===== src/rtl/fpu_pkg.sv =====
// Shared FPU constants and types for the integer-to-float issue path.
package fpu_pkg;

  localparam int ITOF_LAT = 2;
  localparam int FP32_W   = 32;

  typedef logic [FP32_W-1:0] fp32_t;

  localparam fp32_t      FP32_ZERO     = 32'h0000_0000;
  localparam fp32_t      FP32_NEG_2P31 = 32'hCF00_0000;
  localparam logic [7:0] FP32_BIAS     = 8'd127;

endpackage


===== src/rtl/itof.sv =====
// Combinational int32 -> float32 converter.
// Rounds half-up on the first dropped bit; the most negative int is special-cased.
module itof
  import fpu_pkg::*;
(
  input  logic [31:0] x,
  output fp32_t       y
);

  logic        sign;
  logic [30:0] mag;
  logic [4:0]  msb;
  logic [23:0] frac;
  logic [30:0] body;

  always_comb begin
    sign = x[31];
    mag  = sign ? 31'(-x) : x[30:0];
    msb  = '0;
    for (int i = 0; i < 31; i++) begin
      if (mag[i]) msb = 5'(i);
    end
    // Leading one lands on bit 30; mantissa is bits 29:7, round bit is bit 6.
    frac = 24'((mag << (5'd30 - msb)) >> 6);
    body = {FP32_BIAS + {3'b000, msb}, frac[23:1]} + {30'b0, frac[0]};
    if (x == 32'h0000_0000) begin
      y = FP32_ZERO;
    end else if (x == 32'h8000_0000) begin
      y = FP32_NEG_2P31;
    end else begin
      y = {sign, body};
    end
  end

endmodule


===== src/rtl/rr_pick.sv =====
// Rotating-priority picker: first set bit of valid, searching from ptr upward modulo N_REQ.
module rr_pick #(
  parameter int N_REQ = 4,
  parameter int ID_W  = 2
) (
  input  logic [N_REQ-1:0] valid,
  input  logic [ID_W-1:0]  ptr,
  output logic [ID_W-1:0]  idx,
  output logic             found
);

  always_comb begin
    idx   = '0;
    found = 1'b0;
    // Walk the search order backwards so the nearest candidate to ptr wins.
    for (int k = N_REQ - 1; k >= 0; k--) begin
      if (valid[(int'(ptr) + k) % N_REQ]) begin
        idx   = ID_W'((int'(ptr) + k) % N_REQ);
        found = 1'b1;
      end
    end
  end

endmodule


===== src/rtl/itof_arb.sv =====
// Round-robin shares one itof converter among N_REQ requesters through a 2-stage pipe.
// Accept -> result visible two edges later; req_ready drops only when both stages are stalled.
module itof_arb
  import fpu_pkg::*;
#(
  parameter int N_REQ = 4,
  parameter int ID_W  = 2
) (
  input  logic                clk,
  input  logic                rstn,
  input  logic [N_REQ-1:0]    req_valid,
  input  logic [32*N_REQ-1:0] req_x,
  output logic [N_REQ-1:0]    req_ready,
  output logic                resp_valid,
  input  logic                resp_ready,
  output logic [ID_W-1:0]     resp_id,
  output fp32_t               resp_y,
  output logic                busy
);

  logic            s1_v;
  logic [ID_W-1:0] s1_id;
  logic [31:0]     s1_x;
  logic            s2_v;
  logic [ID_W-1:0] s2_id;
  fp32_t           s2_y;
  logic [ID_W-1:0] rr_ptr;

  logic            adv1;
  logic            adv2;
  logic            found;
  logic            accept;
  logic [ID_W-1:0] grant_idx;
  fp32_t           conv_y;

  assign adv2   = !s2_v || resp_ready;
  assign adv1   = !s1_v || adv2;
  // Gating with rstn keeps grants off while reset is held, even with requests pending.
  assign accept = found && adv1 && rstn;

  rr_pick #(
    .N_REQ (N_REQ),
    .ID_W  (ID_W)
  ) u_rr_pick (
    .valid (req_valid),
    .ptr   (rr_ptr),
    .idx   (grant_idx),
    .found (found)
  );

  itof u_itof (
    .x (s1_x),
    .y (conv_y)
  );

  always_comb begin
    req_ready = '0;
    if (accept) req_ready[grant_idx] = 1'b1;
  end

  always_ff @(posedge clk or negedge rstn) begin
    if (!rstn) begin
      s1_v   <= 1'b0;
      s1_id  <= '0;
      s1_x   <= '0;
      s2_v   <= 1'b0;
      s2_id  <= '0;
      s2_y   <= FP32_ZERO;
      rr_ptr <= '0;
    end else begin
      if (adv2) begin
        s2_v  <= s1_v;
        s2_id <= s1_id;
        s2_y  <= conv_y;
      end
      if (adv1) begin
        s1_v <= accept;
        if (accept) begin
          s1_id  <= grant_idx;
          s1_x   <= req_x[32*grant_idx +: 32];
          rr_ptr <= (grant_idx == ID_W'(N_REQ - 1)) ? '0 : grant_idx + 1'b1;
        end
      end
    end
  end

  assign resp_valid = s2_v;
  assign resp_id    = s2_id;
  assign resp_y     = s2_y;
  assign busy       = s1_v || s2_v;

endmodule


===== config.mk =====
export PLATFORM = sky130hd
export DESIGN_NAME = itof_arb
export DESIGN_NICKNAME = d
export VERILOG_FILES = /design/src/rtl/fpu_pkg.sv /design/src/rtl/itof.sv /design/src/rtl/rr_pick.sv /design/src/rtl/itof_arb.sv
export SDC_FILE = /design/constraint.sdc
export NUM_CORES = 1
export LEC_CHECK = 0
export CORE_MARGIN = 4
export CORE_UTILIZATION = 55
export DETAILED_ROUTE_END_ITERATION = 6
export PLACE_DENSITY = 0.84
export SLEW_MARGIN = 20
export SYNTH_ARGS = -nofsm -noshare
export SYNTH_HDL_FRONTEND = slang
export SYNTH_SLANG_ARGS = --single-unit

===== constraint.sdc =====
create_clock -name clk -period 10.5 [get_ports clk]
set_clock_uncertainty 0.1 [all_clocks]
set_input_delay 2.1 -clock clk [delete_from_list [all_inputs] [get_ports clk]]
set_output_delay 2.1 -clock clk [all_outputs]
set_load 0.05 [all_outputs]

==> summary.md <==
| Metric | Value |
|---|---|
| # Post-CTS Setup Buffers | `0` |
| Number of cells on the worst reg-to-reg path | `23` |
| Post-synthesis mux area share | `7.67%` |
| Syn Std Cell Area | `0.00903 mm2` |
| Crit path cell chain | `inv_1, ha_1, nor3b_2, nand4_1, nor2_1, nor2_1, a311o_1, o21ai_2, nand3_4, inv_2, ha_1, buf_4, inv_1, and2_1, a221o_1, a2111oi_0, a2111oi_1, or2_2, and4_1, nand3_1, nor3b_1, xor2_1, o31ai_1` |
| Worst hold endpoint | `resp_y[6]$_DFFE_PN0P_` |
| Routed Antenna Nets | `0` |
| Hold Fails Final Rpt | `0` |
| CTS Buf Count | `9` |
| Final setup vio count | `0` |
| Most common cell after layout, fill and taps aside | `nand2_1` |
| Register bit total from synthesis | `72` |
| Worst relative slew slack | `36.6%` |
| WHS | `0.363 ns` |
| Largest net degree at the start of global routing | `77` |
| RSZ-0062 raised after global routing | `false` |
| Detailed placement HPWL | `24300 um` |
| Sequential share of the synthesized area | `19.9%` |
| Max stage delay on crit path | `0.82 ns` |
| First-pass GRT wire length | `49400 um` |
| Router iterations before antenna repair | `6` |
| Grt total ovfl | `0` |
| Final WL | `31200 um` |
| Final period utilization | `81.8%` |
| TritonCTS clock tree | `done` |
| Crit Path Class | `flop to flop` |
| Synth Area in Compound Gates | `25.6%` |
| Avg Cell Area, Syn | `7.09 um2` |
| Placement row count | `46` |
| Hold Crit Class | `flop to flop` |
| Routed vias/inst | `6.42` |
| Hold Startpoint | `resp_y[6]$_DFFE_PN0P_` |
| Worst Setup Start Kind | `flop` |
| Hold Buf Count CTS | `0` |
| Number of warnings issued by yosys | `0` |
| Async S/R FF share, synth | `100%` |
| WP data arrival | `8.73 ns` |
| Core Area | `0.0160 mm2` |
| Post-route insts no fill | `1588` |
| Prevailing post-synth register cell | `dfrtp_1` |
| Most frequent cells in the layout | `nand2_1, clkdlybuf4s50_1, nor2_1` |
| GR Util All Layers | `33.2%` |
| Initial Util | `56.5%` |
| # IOs | `175` |
| Max Clk Rate | `116 MHz` |
| Die H | `136 um` |
| Worst-path clk slew | `0.07 ns` |
| CTS sink cnt | `72` |
| Share of cells above drive strength 1 | `8.17%` |
| Reg2Reg Launch Point | `s1_x[0]$_DFFE_PN0P_` |
| Max-cap check violation count | `0` |
| First DRT Iteration DRCs | `1376` |
| Critical path required time | `10.64 ns` |
| Final core occ | `68.5%` |
| Post-Synth XOR/XNOR Area | `5.61%` |
| Worst r2r dst | `resp_y[13]$_DFFE_PN0P_` |
| Post-CTS sizing | `0` |
| Fin crit period | `8.59 ns` |
| Distinct cell type count after synthesis | `102` |
| Syn Inst Count | `1274` |
| Slowest cell on crit path | `nor3b_2` |
| Wirelength per Cell | `19.6 um` |
| Synth Area in Adders | `1.11%` |
| Worst-Margin Slew | `0.946 ns` |
| Buffers on Ports | `174` |
| Simple-gate share of the synthesized area | `33.7%` |
| Vias in the first global route | `9413` |
| DP Cell Count | `1572` |
| DRC Markers | `0` |
| DR vias | `10.2k` |
| Peak fanout along the critical path | `46` |
| R2r setup slk | `1.91 ns` |
| Number of flops mapped to enable cells by yosys | `0` |
| Largest family of logic cells by synthesized area | `simple AND/OR/NAND/NOR gates` |
| Kind of end point of the critical path | `flop` |
| Synthesis-to-layout area growth | `21.3%` |
| Final Net Count | `1510` |
| Net Count, Synth | `1417` |
| Fill cells | `1431` |
| Max Root-Sink Buffers | `2` |
| RePlAce Congestion | `1.05` |
| Die area | `0.0185 mm2` |
| Die W | `136 um` |
| Max H-tree Level | `3` |
| Outcome | `finished, final reports clean` |
| Hold depth | `2` |
| Final Max Slew Viols | `0` |
| TNS Setup | `0 ns` |
| Initial antenna violation count | `1` |
| Clk root buf | `clkbuf_16` |
| Clock latency on the worst-skew pair | `0.35 ns` |
[logic make-up (layout without fill, tap and decap cells)]
logic type / count (synthesis) / in the layout
buffers and inverters: 132 / 229
XOR/XNOR: 57 / 57
adder cells (fa/ha/maj): 8 / 8
AO/OA/AOI/OAI: 333 / 333
multiplexers: 61 / 61
flip-flops: 72 / 72
other: 0 / 1
AND/OR/NAND/NOR: 611 / 611
[cell usage after synthesis (all sizes together) (11+ instances only)]
master / number / share of area, %
dfrtp: 72 / 20
and2: 17 / 1.2
or3: 15 / 1.0
clkbuf: 72 / 3.0
nand3: 74 / 4.2
inv: 29 / 1.2
nor4: 30 / 3.1
buf: 30 / 2.1
xor2: 21 / 2.1
a21o: 11 / 0.91
nand2: 205 / 8.5
mux2: 13 / 1.6
o211ai: 15 / 1.2
nor2: 163 / 6.9
a31oi: 13 / 0.90
nor3: 36 / 2.4
o31ai: 17 / 1.5
nand4: 15 / 1.5
a21oi: 54 / 3.1
o21ai: 111 / 6.2
xnor2: 36 / 3.5
mux2i: 43 / 4.8
[layout make-up]
| type | count | area, um2 | share of cell area, % |
|---|---|---|---|
| tap | 216 | 270 | 2.47 |
| antenna | 1 | 2.50 | 0.0228 |
| clock buffer | 10 | 239 | 2.18 |
| sequential | 72 | 1800 | 16.5 |
| timing repair buffer | 184 | 1810 | 16.6 |
| multi-input combinational | 1070 | 6680 | 61.0 |
| clock inverter | 5 | 33.8 | 0.308 |
| inverter | 30 | 113 | 1.03 |
[through the flow]
stage               area (um2)  worst slack (ns)
CTS                      10900              2.08
global placement         10700              2.39
finish                   11000              1.91
floorplan                 9030              3.61
global route             11000              1.31
detailed placement       10700              2.11
[worst max-delay path, delay by kind of cell, from the launching register on]
kind / cells / cell delay, ns
compound gates: 6 / 2.09
xor+xnor: 1 / 0.14
fa+ha+maj: 2 / 0.63
buf+inv: 4 / 1.57
flops: 1 / 0.51
simple gates: 10 / 3.40
[worst max path at each step]
| stage | startpoint | endpoint | slack (ns) | depth (start not counted) |
|---|---|---|---|---|
| floorplan | s1_x[0]$_DFFE_PN0P_ | resp_y[14]$_DFFE_PN0P_ | 3.61 | 30 |
| global placement | s1_x[0]$_DFFE_PN0P_ | resp_y[23]$_DFFE_PN0P_ | 2.39 | 23 |
| detailed placement | s1_x[0]$_DFFE_PN0P_ | resp_y[23]$_DFFE_PN0P_ | 2.11 | 23 |
| CTS | s1_x[0]$_DFFE_PN0P_ | resp_y[13]$_DFFE_PN0P_ | 2.08 | 23 |
| global route | s1_x[0]$_DFFE_PN0P_ | resp_y[13]$_DFFE_PN0P_ | 1.31 | 23 |
| finish | s1_x[0]$_DFFE_PN0P_ | resp_y[13]$_DFFE_PN0P_ | 1.91 | 23 |
[state kept, by name, summed over array words and instances (netlist names)]
| name | count |
|---|---|
| resp_id | 2 |
| resp_valid | 1 |
| resp_y | 32 |
| rr_ptr | 2 |
| s1_id | 2 |
| s1_v | 1 |
| s1_x | 32 |
[routing by layer]
| layer | wire length, um | global-route usage [%] | part of all wire, % | up-vias |
|---|---|---|---|---|
| li1 | - | - | - | 4804 |
| met2 | 14100 | 53.1 | 45 | 621 |
| met5 | 0 | 0 | 0 | - |
| met1 | 12800 | 44.8 | 41 | 4670 |
| met3 | 3030 | 5.74 | 9.7 | 106 |
| met4 | 1220 | 13.0 | 3.9 | 0 |
Power is not shown: default switching activity piles up to over one toggle a cycle in this logic, so the estimate is an artifact.
